===== src/rtl/wb_bus_arbiter.sv =====
// Two-master round-robin Wishbone arbiter with a stall watchdog in front of one slave.
// Latency: grant one cycle after cyc rise; granted request/response paths are combinational.
// Backpressure: the owner sees the slave stall directly; the non-owner is held stalled until it is granted.
module wb_bus_arbiter #(
    parameter int ADDR_W  = 2,
    parameter int DATA_W  = 8,
    parameter int TIMEOUT = 1024
) (
    input  logic              clk,
    input  logic              rst,
    input  logic              m0_wb_cyc,
    input  logic              m0_wb_stb,
    input  logic              m0_wb_we,
    input  logic [ADDR_W-1:0] m0_wb_addr,
    input  logic [DATA_W-1:0] m0_wb_data,
    output logic              m0_wb_ack,
    output logic              m0_wb_stall,
    output logic [DATA_W-1:0] m0_wb_rdata,
    input  logic              m1_wb_cyc,
    input  logic              m1_wb_stb,
    input  logic              m1_wb_we,
    input  logic [ADDR_W-1:0] m1_wb_addr,
    input  logic [DATA_W-1:0] m1_wb_data,
    output logic              m1_wb_ack,
    output logic              m1_wb_stall,
    output logic [DATA_W-1:0] m1_wb_rdata,
    output logic              s_wb_cyc,
    output logic              s_wb_stb,
    output logic              s_wb_we,
    output logic [ADDR_W-1:0] s_wb_addr,
    output logic [DATA_W-1:0] s_wb_data,
    input  logic              s_wb_ack,
    input  logic              s_wb_stall,
    input  logic [DATA_W-1:0] s_wb_rdata,
    output logic [1:0]        grant,
    output logic              timeout_err,
    output logic [7:0]        err_count
);

    localparam int WD_W = $clog2(TIMEOUT + 1);

    typedef enum logic [1:0] {
        S_IDLE   = 2'd0,
        S_GRANT0 = 2'd1,
        S_GRANT1 = 2'd2,
        S_ABORT  = 2'd3
    } state_t;

    state_t            state;
    logic              last_owner;
    logic [WD_W-1:0]   wd_cnt;

    // Owner of the current or just-aborted cycle is whoever was granted last.
    logic own_cyc;
    logic other_cyc;
    logic stalled;
    logic wd_fire;

    assign own_cyc   = last_owner ? m1_wb_cyc : m0_wb_cyc;
    assign other_cyc = last_owner ? m0_wb_cyc : m1_wb_cyc;
    assign stalled   = s_wb_cyc & s_wb_stall;
    assign wd_fire   = stalled && (wd_cnt == WD_W'(TIMEOUT - 1));

    // Arbitration state, ownership history, watchdog and error accounting.
    always_ff @(posedge clk) begin
        if (rst) begin
            state       <= S_IDLE;
            last_owner  <= 1'b1;
            wd_cnt      <= '0;
            timeout_err <= 1'b0;
            err_count   <= 8'd0;
        end else begin
            timeout_err <= 1'b0;
            case (state)
                S_IDLE: begin
                    wd_cnt <= '0;
                    if (m0_wb_cyc && (!m1_wb_cyc || last_owner)) begin
                        state      <= S_GRANT0;
                        last_owner <= 1'b0;
                    end else if (m1_wb_cyc) begin
                        state      <= S_GRANT1;
                        last_owner <= 1'b1;
                    end
                end
                S_GRANT0, S_GRANT1: begin
                    // A release always wins over a watchdog abort in the same cycle.
                    if (!own_cyc) begin
                        wd_cnt <= '0;
                        if (other_cyc) begin
                            state      <= last_owner ? S_GRANT0 : S_GRANT1;
                            last_owner <= ~last_owner;
                        end else begin
                            state <= S_IDLE;
                        end
                    end else if (wd_fire) begin
                        state       <= S_ABORT;
                        wd_cnt      <= '0;
                        timeout_err <= 1'b1;
                        if (err_count != 8'hFF) begin
                            err_count <= err_count + 8'd1;
                        end
                    end else if (stalled) begin
                        wd_cnt <= wd_cnt + WD_W'(1);
                    end else begin
                        wd_cnt <= '0;
                    end
                end
                default: begin
                    // Hold the bus idle until the hung master lets go of cyc.
                    wd_cnt <= '0;
                    if (!own_cyc) begin
                        state <= S_IDLE;
                    end
                end
            endcase
        end
    end

    // Route the owner's request to the slave and the slave's response back to the owner.
    always_comb begin
        s_wb_cyc    = 1'b0;
        s_wb_stb    = 1'b0;
        s_wb_we     = 1'b0;
        s_wb_addr   = '0;
        s_wb_data   = '0;
        m0_wb_ack   = 1'b0;
        m0_wb_stall = 1'b1;
        m0_wb_rdata = '0;
        m1_wb_ack   = 1'b0;
        m1_wb_stall = 1'b1;
        m1_wb_rdata = '0;
        grant       = 2'b00;
        case (state)
            S_GRANT0: begin
                s_wb_cyc    = m0_wb_cyc;
                s_wb_stb    = m0_wb_stb;
                s_wb_we     = m0_wb_we;
                s_wb_addr   = m0_wb_addr;
                s_wb_data   = m0_wb_data;
                m0_wb_ack   = s_wb_ack;
                m0_wb_stall = s_wb_stall;
                m0_wb_rdata = s_wb_rdata;
                grant       = 2'b01;
            end
            S_GRANT1: begin
                s_wb_cyc    = m1_wb_cyc;
                s_wb_stb    = m1_wb_stb;
                s_wb_we     = m1_wb_we;
                s_wb_addr   = m1_wb_addr;
                s_wb_data   = m1_wb_data;
                m1_wb_ack   = s_wb_ack;
                m1_wb_stall = s_wb_stall;
                m1_wb_rdata = s_wb_rdata;
                grant       = 2'b10;
            end
            default: begin
            end
        endcase
    end

endmodule

===== config.mk =====
export PLATFORM = sky130hd
export DESIGN_NAME = wb_bus_arbiter
export DESIGN_NICKNAME = d
export VERILOG_FILES = /design/src/rtl/wb_bus_arbiter.sv
export SDC_FILE = /design/constraint.sdc
export NUM_CORES = 1
export LEC_CHECK = 0
export CAP_MARGIN = 20
export CORE_MARGIN = 1.5
export CORE_UTILIZATION = 37
export CTS_BUF_LIST = sky130_fd_sc_hd__clkbuf_2 sky130_fd_sc_hd__clkbuf_4 sky130_fd_sc_hd__clkbuf_8
export CTS_CLUSTER_SIZE = 10
export DETAILED_ROUTE_END_ITERATION = 12
export PLACE_DENSITY = 0.81
export SLEW_MARGIN = 20
export SYNTH_ARGS = -nofsm -noshare
export SYNTH_HDL_FRONTEND = slang
export SYNTH_SLANG_ARGS = --single-unit

===== constraint.sdc =====
create_clock -name clk -period 1.9 [get_ports clk]
set_clock_uncertainty 0.05 [all_clocks]
set_input_delay 0.19 -clock clk [delete_from_list [all_inputs] [get_ports clk]]
set_output_delay 0.19 -clock clk [all_outputs]
set_load 0.005 [all_outputs]

==> results.txt <==
----------------------------------------------------
[Outcome]
  Run status ... finished clean

[Clocking]
  Cts bufs inserted ... 3
  Count of clock tree sinks ... 23
  Clock Root Buffer ... sky130_fd_sc_hd__clkbuf_8
  Insertion delay to the later sink of the worst-skew pair ... 0.27 ns
  Clock transition at the register clock pins on the worst setup and hold paths after CTS ... 0.08 ns
  TritonCTS clock tree ... built
  Level count of the clock H-tree ... 1
  Hold-fix buffers at CTS ... 0
  CTS Buffer Depth ... 2

[Power and ir drop]
  Peak ir drop on the vdd network ... 0.000486 V
  Leakage Power ... 1.37 nW
  PnR Total Power ... 0.00261 W
  Pwr dens ... 932 nW/µm²

[Detailed routing]
  Remaining antenna violation count after routing ... 0
  Ratio of routed vias to standard cells ... 5.13
  DR DRC count ... 0
  Violation count after the first detailed-routing iteration ... 74
  Via Count ... 1,745
  Detail-routed net length per standard cell ... 14.9 µm
  Wire length after detailed routing ... 5060 µm
  Count of TritonRoute iterations in the first routing pass ... 4

[Critical path]
  Cell with the largest stage delay on the worst path ... sky130_fd_sc_hd__or4_1
  CP Cell Sequence ... inv_6, ha_4, a22oi_2, buf_4, nor3_4, nand3_4, or4_1, a21oi_1
  Kind of end point of the critical path ... register
  Arrival @ worst endpoint ... 2.03 ns
  Worst Setup Path Type ... reg2reg
  Data required time of the worst path ... 2.06 ns
  CP Launch Type ... register
  Critical-path maximum fanout ... 8
  Crit path largest cell delay ... 0.41 ns

[Global route]
  Overall track demand over capacity in global routing ... 0.222
  Gr ovfl total ... 0
  Antenna violations before repair ... 0
  Largest net degree at the start of global routing ... 15
  First-pass GRT wire length ... 7760 µm
  Vias in the first global route ... 1,689

[STA]
  Number of endpoints failing setup at the final stage ... 0
  Final period demand of the worst path ... 1.88 ns
  Actual slew at the worst max-slew pin ... 0.331 ns
  Total count of hold-check failures in the final report ... 0
  Max transition margin ... 0.773
  Final critical-path setup slack ... 0.0227 ns
  Maximum operating frequency ... 533 MHz
  RSZ-0062 raised after global routing ... yes
  Number of slew-limit violations in the final report ... 0
  Final worst path period share ... 0.988

[Placed design]
  Worst setup timing slack at the placement stage ... -0.0852 ns
  Buffers added on ports ... 81
  Routability congestion estimate from global placement ... 0.823
  Placed wire-length estimate ... 3690 µm
  Area post-placement ... 2560 µm²

[Die]
  Area enclosed by the die boundary ... 4560 µm²
  Initial core utilization ... 0.385
  Floorplan die height ... 67.5 µm
  Chip width ... 67.5 µm
  Count of standard-cell rows ... 23
  Boundary Pins ... 82
  Core outline area ... 4000 µm²

[Finish]
  N_diodes ... 0
  Fill cell count ... 295
  Final design instance area without fill ... 2800 µm²
  Ratio of cells with drive above 1 in the final layout ... 0.197
  Area growth from synthesis to final layout ... 81.6%
  NumNets Final ... 337

[Logic synthesis]
  Synthesized instance count ... 187
  Leading cell types by total area after synthesis ... sky130_fd_sc_hd__dfxtp_1 (30%), sky130_fd_sc_hd__and2_1 (7.3%), sky130_fd_sc_hd__a22oi_1 (6.8%)
  Sequential share of the synthesized area ... 0.299
  Flops & latches, synth ... 23
  Count of yosys warnings during synthesis ... 0
  Synth top area share ... 0.299
  Cell Area, Synth ... 1540 µm²
  Library cell with the largest summed area after synthesis ... sky130_fd_sc_hd__dfxtp_1
  Library cells used by synthesis ... 36
  Net count after synthesis ... 233
  Mean instance size in the synthesized netlist ... 8.24 µm²

[Run]
  Number of maximum-capacitance violations ... 0

[Hold path]
  Worst Hold Class ... reg2reg

----------------------------------------------------
-- per-layer routing --
metal	global-route usage	share of wire	vias up
li1	-	-	856
met1	0.264	0.42	836
met2	0.401	0.53	41
met3	0.0467	0.032	12
met4	0.0587	0.022	0
met5	0	0	-
-- Yosys cell counts, drive strengths merged --
cell type,number
dfxtp,23
nor2,21
and2,18
nor2b,15
a22oi,14
nand2,12
ha,8
nand3,8
clkbuf,6
nand2b,6
nand4,6
xor2,6
a21oi,5
xnor2,5
mux2i,4
o21ai,4
and3,3
inv,3
or3,3
a22o,2
buf,2
nor3,2
o31ai,2
and4,1
nand3b,1
nor4,1
nor4b,1
o211ai,1
o21a,1
o32a,1
or2,1
or4,1
-- critical path, delay by kind of cell, from the launching register on --
family	cells	cell delay (ns)
DFF	1	0.38
and+or+nand+nor	3	0.78
adders and majority gates	1	0.16
AOI/OAI and AO/OA	2	0.22
buffers and inverters	2	0.23
-- through the flow --
step	hold WS, ns	TNS (ns)	util	instances
2_1_floorplan	0.321	-0.0132	-	187
3_3_place_gp	0.428	-0.256	0.641	333
3_5_place_dp	0.439	-0.494	0.641	333
4_1_cts	0.451	0	0.670	339
5_1_grt	0.480	-0.110	0.699	340
6_report	0.454	0	0.699	340
-- registers in the layout, indices dropped and copies added, names as in the netlist --
register / count
last_owner: 1
err_count: 8
wd_cnt: 11
timeout_err: 1
state: 2
-- where the power goes --
group	total (W)	switching, W	internal, W
Combinational	0.00172	0.000743	0.000975
Clock	0.000303	0.000157	0.000147
Sequential	0.000584	0.0000612	0.000523
-- layout make-up --
type	instances	area, µm²	area share
Clock buffer	3	41.3	0.0148
Clock inverter	1	5.00	0.00179
Inverter	3	21.3	0.00761
Multi-Input combinational cell	153	1140	0.409
Sequential cell	23	470	0.168
Tap cell	50	62.6	0.0224
Timing Repair Buffer	107	1050	0.376
-- cells in the final DEF, fill, tap and decap left out, drive strengths merged --
master         count
nand4              6
clkdlybuf4s50     49
mux2i              4
a21oi              5
xor2               6
xnor2              5
a22oi             14
o21a               1
nor2              21
nand2             12
or3                3
inv                3
dfxtp             23
nor4b              1
nor4               1
dlymetal6s2s      17
and4               1
ha                 8
clkinv             1
nor3               2
o31ai              2
or4                1
and2              18
nand3b             1
o32a               1
nand2b             6
nand3              8
buf               26
o211ai             1
o21ai              4
dlygate4sd2       15
a22o               2
clkbuf             3
and3               3
nor2b             15
or2                1
-- timing repair --
item	4_1_cts	5_1_grt
setup buffers	2	1
gates resized for setup	34	35
setup endpoints to repair	48	33
pin swaps	3	8
-- cell families (layout without fill, tap and decap cells) --
kind of cell	after synthesis	in the layout	synth area share
and+or+nand+nor	100	100	0.384
AOI/OAI and AO/OA	30	30	0.135
DFF	23	23	0.299
xor gates and xnor gates	11	11	0.0625
buffers and inverters	11	114	0.0284
adders and majority gates	8	8	0.0650
muxes	4	4	0.0260
-- path summary, 6_finish.rpt --
check | slack, ns | from | end | cells past startpoint
worst max-delay path | 0.02 | state[0]$_SDFFE_PP0P_ | err_count[5]$_SDFFE_PP0P_ | 8
worst min-delay path | 0.45 | err_count[5]$_SDFFE_PP0P_ | err_count[5]$_SDFFE_PP0P_ | 2
worst min register to register | 0.45 | err_count[5]$_SDFFE_PP0P_ | err_count[5]$_SDFFE_PP0P_ | 2
worst max register to register | 0.02 | state[0]$_SDFFE_PP0P_ | err_count[5]$_SDFFE_PP0P_ | 8
(Power assumes the default switching activity.)
